**config.mk**
```make
export PLATFORM = sky130hd
export DESIGN_NAME = w5300_bus_master
export DESIGN_NICKNAME = d
export VERILOG_FILES = /design/src/rtl/w5300_bus_master.sv
export SDC_FILE = /design/constraint.sdc
export NUM_CORES = 1
export LEC_CHECK = 0
export CAP_MARGIN = 25
export CORE_ASPECT_RATIO = 1.4
export CORE_MARGIN = 4
export CORE_UTILIZATION = 49
export CTS_CLUSTER_DIAMETER = 50
export DETAILED_ROUTE_END_ITERATION = 8
export PLACE_DENSITY_LB_ADDON = 0.1
export SLEW_MARGIN = 15
export SYNTH_ARGS = -nofsm -noshare
export SYNTH_HDL_FRONTEND = slang
export SYNTH_SLANG_ARGS = --single-unit
```
**constraint.sdc**
```tcl
create_clock -name clk -period 9.1 [get_ports clk]
set_clock_uncertainty 0.2 [all_clocks]
set_input_delay 2.73 -clock clk [delete_from_list [all_inputs] [get_ports clk]]
set_output_delay 2.73 -clock clk [all_outputs]
set_load 0.1 [all_outputs]
```
**src/rtl/w5300_bus_master.sv**
```systemverilog
// rtl/w5300_bus_master.sv - W5300 direct-mode parallel bus master; optional W5300_BUS_RDATA_IREG_EN registers read data in an input flop
module w5300_bus_master #(
  parameter int CLK_FREQ_MHZ = 100,
  parameter int ADDR_W       = 10,
  parameter int DATA_W       = 16,
  parameter int T_AS_NS      = 10,
  parameter int T_STB_NS     = 65,
  parameter int T_HOLD_NS    = 10,
  parameter int T_REC_NS     = 30
) (
  input  logic              clk,
  input  logic              rst_n,
  input  logic              req_valid,
  output logic              req_ready,
  input  logic              req_wr,
  input  logic [ADDR_W-1:0] req_addr,
  input  logic [DATA_W-1:0] req_wdata,
  output logic              rsp_valid,
  output logic              rsp_wr,
  output logic [DATA_W-1:0] rsp_rdata,
  output logic [ADDR_W-1:0] bus_addr,
  output logic [DATA_W-1:0] bus_data_o,
  output logic              bus_data_oe,
  input  logic [DATA_W-1:0] bus_data_i,
  output logic              bus_cs_n,
  output logic              bus_rd_n,
  output logic              bus_we_n
);

  localparam int N_AS_RAW = (T_AS_NS * CLK_FREQ_MHZ + 999) / 1000;
  localparam int N_STB_RAW = (T_STB_NS * CLK_FREQ_MHZ + 999) / 1000;
  localparam int N_AS = (N_AS_RAW < 1) ? 1 : N_AS_RAW;
  localparam int N_STB = (N_STB_RAW < 1) ? 1 : N_STB_RAW;
  localparam int N_HOLD = (T_HOLD_NS * CLK_FREQ_MHZ + 999) / 1000;
  localparam int N_REC = (T_REC_NS * CLK_FREQ_MHZ + 999) / 1000;

  localparam logic [7:0] AS_M1 = 8'(N_AS - 1);
  localparam logic [7:0] STB_M1 = 8'(N_STB - 1);
  localparam logic [7:0] HOLD_M1 = 8'(N_HOLD - 1);
  localparam logic [7:0] REC_M1 = 8'(N_REC - 1);

`ifdef W5300_BUS_RDATA_IREG_EN
  localparam bit IREG = 1'b1;
`else
  localparam bit IREG = 1'b0;
`endif

  generate
    if (DATA_W != 8 && DATA_W != 16) begin : g_bad_data_w
      $error("w5300_bus_master: DATA_W must be 8 or 16");
    end
    if (N_AS > 255 || N_STB > 255 || N_HOLD > 255 || N_REC > 255) begin : g_bad_ticks
      $error("w5300_bus_master: a phase needs more than 255 clk ticks");
    end
  endgenerate

  typedef enum logic [2:0] {IDLE, SETUP, STROBE, HOLD, RECOVER} state_t;

  state_t            state_q, state_d;
  logic [7:0]        cnt_q, cnt_d;
  logic              wr_q, wr_d;
  logic              rd_pend_q, rd_pend_d;
  logic              req_ready_q, req_ready_d;
  logic              rsp_valid_q, rsp_valid_d;
  logic              rsp_wr_q, rsp_wr_d;
  logic [DATA_W-1:0] rsp_rdata_q, rsp_rdata_d;
  logic [ADDR_W-1:0] bus_addr_q, bus_addr_d;
  logic [DATA_W-1:0] bus_data_o_q, bus_data_o_d;
  logic              bus_data_oe_q, bus_data_oe_d;
  logic              bus_cs_n_q, bus_cs_n_d;
  logic              bus_rd_n_q, bus_rd_n_d;
  logic              bus_we_n_q, bus_we_n_d;
  logic [DATA_W-1:0] rd_cap;

`ifdef W5300_BUS_RDATA_IREG_EN
  logic [DATA_W-1:0] din_q;

  // Input flop on the data pad, sampled every clock so it can sit in the IOB.
  always_ff @(posedge clk or negedge rst_n) begin
    if (!rst_n) din_q <= '0;
    else        din_q <= bus_data_i;
  end
  assign rd_cap = din_q;
`else
  assign rd_cap = bus_data_i;
`endif

  // req_ready is raised for the final occupancy cycle so the next request is
  // accepted on the very edge that ends the current bus cycle.
  function automatic logic is_last(state_t st, logic [7:0] cnt, logic wr);
    case (st)
      IDLE:    is_last = 1'b1;
      STROBE:  is_last = (N_HOLD == 0) && (N_REC == 0) && (cnt == 8'd0) && !(IREG && !wr);
      HOLD:    is_last = (N_REC == 0) && (cnt == 8'd0);
      RECOVER: is_last = (cnt == 8'd0);
      default: is_last = 1'b0;
    endcase
  endfunction

  // Next-state and next-output computation for the bus cycle sequencer.
  always_comb begin
    state_d       = state_q;
    cnt_d         = cnt_q;
    wr_d          = wr_q;
    rd_pend_d     = 1'b0;
    rsp_valid_d   = 1'b0;
    rsp_wr_d      = rsp_wr_q;
    rsp_rdata_d   = rsp_rdata_q;
    bus_addr_d    = bus_addr_q;
    bus_data_o_d  = bus_data_o_q;
    bus_data_oe_d = bus_data_oe_q;
    bus_cs_n_d    = bus_cs_n_q;
    bus_rd_n_d    = bus_rd_n_q;
    bus_we_n_d    = bus_we_n_q;

    case (state_q)
      SETUP: begin
        if (cnt_q == 8'd0) begin
          state_d    = STROBE;
          cnt_d      = STB_M1;
          bus_rd_n_d = wr_q;
          bus_we_n_d = !wr_q;
        end else begin
          cnt_d = cnt_q - 8'd1;
        end
      end
      STROBE: begin
        if (cnt_q == 8'd0) begin
          bus_rd_n_d = 1'b1;
          bus_we_n_d = 1'b1;
          if (IREG && !wr_q) begin
            rd_pend_d = 1'b1;
          end else begin
            rsp_valid_d = 1'b1;
            rsp_wr_d    = wr_q;
            if (!wr_q) rsp_rdata_d = rd_cap;
          end
          if (N_HOLD > 0) begin
            state_d = HOLD;
            cnt_d   = HOLD_M1;
          end else begin
            state_d       = (N_REC > 0 || (IREG && !wr_q)) ? RECOVER : IDLE;
            cnt_d         = (N_REC > 0) ? REC_M1 : 8'd0;
            bus_cs_n_d    = 1'b1;
            bus_data_oe_d = 1'b0;
          end
        end else begin
          cnt_d = cnt_q - 8'd1;
        end
      end
      HOLD: begin
        if (cnt_q == 8'd0) begin
          state_d       = (N_REC > 0) ? RECOVER : IDLE;
          cnt_d         = REC_M1;
          bus_cs_n_d    = 1'b1;
          bus_data_oe_d = 1'b0;
        end else begin
          cnt_d = cnt_q - 8'd1;
        end
      end
      RECOVER: begin
        if (cnt_q == 8'd0) state_d = IDLE;
        else               cnt_d = cnt_q - 8'd1;
      end
      default: ;
    endcase

    // Delayed read completion from the input flop.
    if (rd_pend_q) begin
      rsp_valid_d = 1'b1;
      rsp_wr_d    = 1'b0;
      rsp_rdata_d = rd_cap;
    end

    // Accept overrides the bus outputs of the cycle that is just ending.
    if (req_ready_q && req_valid) begin
      state_d       = SETUP;
      cnt_d         = AS_M1;
      wr_d          = req_wr;
      bus_addr_d    = req_addr;
      bus_cs_n_d    = 1'b0;
      bus_rd_n_d    = 1'b1;
      bus_we_n_d    = 1'b1;
      bus_data_oe_d = req_wr;
      if (req_wr) bus_data_o_d = req_wdata;
    end

    req_ready_d = is_last(state_d, cnt_d, wr_d);
  end

  // State and registered outputs; reset aborts any cycle in flight.
  always_ff @(posedge clk or negedge rst_n) begin
    if (!rst_n) begin
      state_q       <= IDLE;
      cnt_q         <= 8'd0;
      wr_q          <= 1'b0;
      rd_pend_q     <= 1'b0;
      req_ready_q   <= 1'b1;
      rsp_valid_q   <= 1'b0;
      rsp_wr_q      <= 1'b0;
      rsp_rdata_q   <= '0;
      bus_addr_q    <= '0;
      bus_data_o_q  <= '0;
      bus_data_oe_q <= 1'b0;
      bus_cs_n_q    <= 1'b1;
      bus_rd_n_q    <= 1'b1;
      bus_we_n_q    <= 1'b1;
    end else begin
      state_q       <= state_d;
      cnt_q         <= cnt_d;
      wr_q          <= wr_d;
      rd_pend_q     <= rd_pend_d;
      req_ready_q   <= req_ready_d;
      rsp_valid_q   <= rsp_valid_d;
      rsp_wr_q      <= rsp_wr_d;
      rsp_rdata_q   <= rsp_rdata_d;
      bus_addr_q    <= bus_addr_d;
      bus_data_o_q  <= bus_data_o_d;
      bus_data_oe_q <= bus_data_oe_d;
      bus_cs_n_q    <= bus_cs_n_d;
      bus_rd_n_q    <= bus_rd_n_d;
      bus_we_n_q    <= bus_we_n_d;
    end
  end

  assign req_ready   = req_ready_q;
  assign rsp_valid   = rsp_valid_q;
  assign rsp_wr      = rsp_wr_q;
  assign rsp_rdata   = rsp_rdata_q;
  assign bus_addr    = bus_addr_q;
  assign bus_data_o  = bus_data_o_q;
  assign bus_data_oe = bus_data_oe_q;
  assign bus_cs_n    = bus_cs_n_q;
  assign bus_rd_n    = bus_rd_n_q;
  assign bus_we_n    = bus_we_n_q;

endmodule

```
Yosys cells after proc, flatten, opt, wreduce, memory -nomap -nowiden. Index checks and enable logic that the tools add are counted.

Flip-flop bits (word level): 61. Input bits: 46. Word-level logic and storage cells: 62.

$add $sub $neg: 1. Eq/ne operators: 7. Mux-type cells: 27. Bitwise gates (word level): 1. Reductions and logical operators: 13.

Operator list (number): $mux W8 (5); $pmux W8 S4 (1); $logic_not A8 Y1 (2); $mux W3 (5); $mux W1 (12); $pmux W3 S4 (1); $sub A8 B1 Y8 const B (1); $eq A3 B2 Y1 const B (2); $eq A3 B3 Y1 const B (2); $ne A3 B3 Y1 const B (2); $pmux W1 S2 (3); $reduce_and A2 Y1 (3); $reduce_and A3 Y1 (2); $reduce_bool A2 Y1 (2); $eq A3 B1 Y1 const B (1); $logic_not A3 Y1 (1); $reduce_bool A3 Y1 (1); $logic_and A1 B1 Y1 (1); $logic_not A1 Y1 (1); $not A1 Y1 (1).

Logic depth before layout (Yosys ltp).
Word-level depth: 6. Mapped depth: 11.

Worst setup path after synthesis. OpenSTA, ideal clock, no wires.

Kind: in2reg. From: input port req_valid. To: register bus_data_o_q[10], in the netlist bus_data_o[10]. Arrival time: 3921 ps. Data required time: 8774 ps. Slack: 4853 ps. Stages: 5. Buffers on the path: 2. Path through: and2_1 > buf_6 > nand2_1 > clkbuf_1 > mux2_2.

Longest elaborated chain between the ends: 2.

RTL lines: start, declared (line 13) `input logic req_valid,`; $logic_and A1 B1 Y1 (line 176) `if (req_ready_q && req_valid) begin`; $reduce_and A2 Y1 (no source line); end signal, assigned (line 218) `bus_data_o_q <= bus_data_o_d;`; end, declared (line 68) `logic [DATA_W-1:0] bus_data_o_q, bus_data_o_d;`.

Every way passes these cells. A chain may end at the register's enable or synchronous reset.

Final worst setup path.
From: register req_ready_q, in the netlist req_ready. To: output port req_ready.

RTL lines: start, declared (line 63) `logic req_ready_q, req_ready_d;`; start signal, assigned (line 213) `req_ready_q <= req_ready_d;`; end, declared (line 14) `output logic req_ready,`.

No word-level cell between the ends.

==> out/qor.txt <==
DRC errors left -> 0
Clock sinks -> 61
N_diodes -> 0
Tot Pwr -> 527 uW
Crit path time final -> 4930 ps
Post-Syn Area per Cell -> 11.5 sq um
First-pass GRT wire length -> 11200 microns
Clk root buf -> clkbuf_8
CP Class -> reg2out
Syn Inst Count -> 239
Final Hold Viols -> 0
Setup TNS -> 0 ps
Slowest stage delay, CP -> 1140 ps
CP cell instances -> clkdlybuf4s50_1
Placed Instances -> 390
RD Place Congestion -> 0.919
Num CTS Buffers -> 9
DIE AREA -> 6910 sq um
Fin cells -> 407
Die width -> 71.4 microns
Seq cells post-synth -> 61
Synth warn -> 0
Fill cell count -> 430
CP required -> 6170 ps
Maxcap violations -> 0
Final Max Slew Viols -> 0
# setup viols final -> 0
PD cells -> 134 nW/um^2
Die height -> 96.8 microns
Total number of H-tree levels -> 3
Synth-to-Final Area Change -> 42.2%
Vias -> 2137
Nets -> 383
Max clock buf depth -> 2
Setup WS post-layout -> 4170 ps
Register area share after synthesis -> 55.5%
Tcrit/Tclk final -> 54.2%
Initial core utilization -> 50.3%
Crit. End Element -> output port
Unique masters post-synth -> 46
Bufs and invs on worst path -> 1
Crit path DAT -> 2000 ps
Class of the worst hold path -> reg2reg
Clock transition at path regs -> 60 ps
Largest net degree at the start of global routing -> 62
Dominant synthesized flop cell -> dfrtp_1
Pre-CTS setup slack -> 3940 ps
Pleak -> 0.00179 uW
Maximum fanout along the worst path -> 3
Cell row count -> 32
Layout cells sized above 1 -> 20.6%
Core area -> 5490 sq um
Hold Slack -> 272 ps
Highest clock rate -> 203 MHz
CP max stage cell -> clkdlybuf4s50_1
Worst vdd ir -> 0.126 mV
Area of the multi-input gates -> 1130 sq um
Gr usage total -> 20.4%
Slew headroom -> 33.0%
Critical Path Source Type -> flop
DRT iter0 DRCs -> 96
PostCTS Resize Cnt -> 0
Vias in the first global route -> 2319
GR Overflow Total -> 0
Async S/R FF share, synth -> 100%
Worst Max-Slew Pin Slew -> 1000 ps
Post-Syn Nets -> 288
Via density -> 5.25
Drt first pass iters -> 4
Status -> finished clean
Clk Latency, worst-skew pair -> 310 ps
CTS tree -> yes
FF+latch area -> 1530 sq um
Unrepaired setup endpoints after global routing -> no
Final antenna-violating net count -> 0
Top Family by Delay on Critical Path -> buffers and inverters
Number of flops mapped to enable cells by yosys -> 0
Mapped Area -> 2760 sq um
Setup Fix Bufs, Post-CTS -> 0
Initial antenna violation count -> 0
Ports -> 95
CTS Hold Buffers Added -> 0
Drt wl/cell -> 16.0 microns
Port bufs -> 94
DPL Wire Length -> 4750 microns
Drt total wl -> 6520 microns
==> per-layer routing <==
metal	routed length (microns)	global-route usage, %	up-vias
met5	0	0	-
met4	139	8.54	0
met3	473	7.17	14
met2	3360	34.0	73
met1	2540	23.4	1026
li1	-	-	1024
==> power by group <==
part	internal [uW]	total [uW]	switching [uW]
clock network	133	232	98.3
registers	271	271	0
logic	16.9	24.4	7.53
==> worst register-to-register path, delay by kind of cell (launching register included) <==
kind	cells	cell delay [ps]
simple gates	4	1370
compound gates	2	450
fa+ha+maj	2	400
mux	1	260
flops	1	430
buf+inv	2	270
==> through the flow <==
| step | area (sq um) | util [%] |
|---|---|---|
| after floorplan | 2760 | - |
| after global routing | 3930 | 71.6 |
| after detailed placement | 3720 | 67.8 |
| after CTS | 3910 | 71.4 |
| after global placement | 3720 | 67.8 |
| final | 3930 | 71.6 |
==> cells in the final DEF, fill, tap and decap left out, types with 4 or more instances in the layout <==
cell / n
a21oi_1: 8
dfrtp_1: 57
mux2_2: 34
dfstp_2: 4
nor3_1: 5
o21ai_0: 10
clkdlybuf4s50_1: 93
inv_1: 7
clkbuf_8: 10
nand2_1: 41
nor2b_1: 4
nor2_1: 11
==> cell families after synthesis <==
logic type	Yosys count	synth area share (%)
multiplexers	35	14.2
AO/OA/AOI/OAI	32	8.57
buffers and inverters	19	3.72
AND/OR/NAND/NOR	85	15.4
adder cells (fa/ha/maj)	3	1.36
XOR/XNOR	4	1.27
flip-flops	61	55.5
==> registers in the layout, summed over array words and instances, names as in the netlist, 3 cells and up <==
| signal | flops |
|---|---|
| bus_data_o | 16 |
| rsp_rdata | 16 |
| bus_addr | 10 |
| cnt_q | 8 |
| state_q | 3 |
==> worst paths after layout <==
kind | startpoint | endpoint | slack [ps] | depth (start not counted)
setup / recovery | req_ready$_DFF_PN1_ | req_ready | 4170 | 1
hold / removal | bus_addr[3]$_DFFE_PN0P_ | bus_addr[3]$_DFFE_PN0P_ | 270 | 2
setup reg to reg | cnt_q[1]$_DFF_PN0_ | req_ready$_DFF_PN1_ | 5640 | 11
hold reg to reg | bus_addr[3]$_DFFE_PN0P_ | bus_addr[3]$_DFFE_PN0P_ | 270 | 2
max in group asynchronous | rst_n | bus_addr[7]$_DFFE_PN0P_ | 5840 | 2
min in group asynchronous | rst_n | rsp_rdata[4]$_DFFE_PN0P_ | 2360 | 2
==> final cells by class <==
cell class	instances	area share, %
Sequential cell	61	39.0
Multi-Input combinational cell	159	28.9
Timing Repair Buffer	96	24.3
Clock buffer	12	3.70
Tap cell	68	2.17
Clock inverter	4	1.21
Inverter	7	0.669
==> synth_stat cells (all sizes together) (2+ instances only) <==
library cell / instances / share of area [%]
o21ai: 10 / 1.8
nor4: 4 / 1.1
dfstp: 4 / 3.8
dfrtp: 57 / 52
o22ai: 2 / 0.45
or2: 3 / 0.68
or4: 3 / 0.86
a21oi: 9 / 1.8
clkbuf: 5 / 0.68
nand2: 41 / 5.6
mux2: 34 / 14
or3b: 2 / 0.63
buf: 7 / 2.1
and2: 2 / 0.45
o41ai: 2 / 1.3
nor2: 11 / 1.5
ha: 3 / 1.4
inv: 7 / 0.95
nor3b: 3 / 0.82
nor3: 6 / 1.3
or3: 3 / 0.73
nor2b: 4 / 0.91
xnor2: 3 / 0.95
No activity file was read; power rests on OpenSTA's default activity.
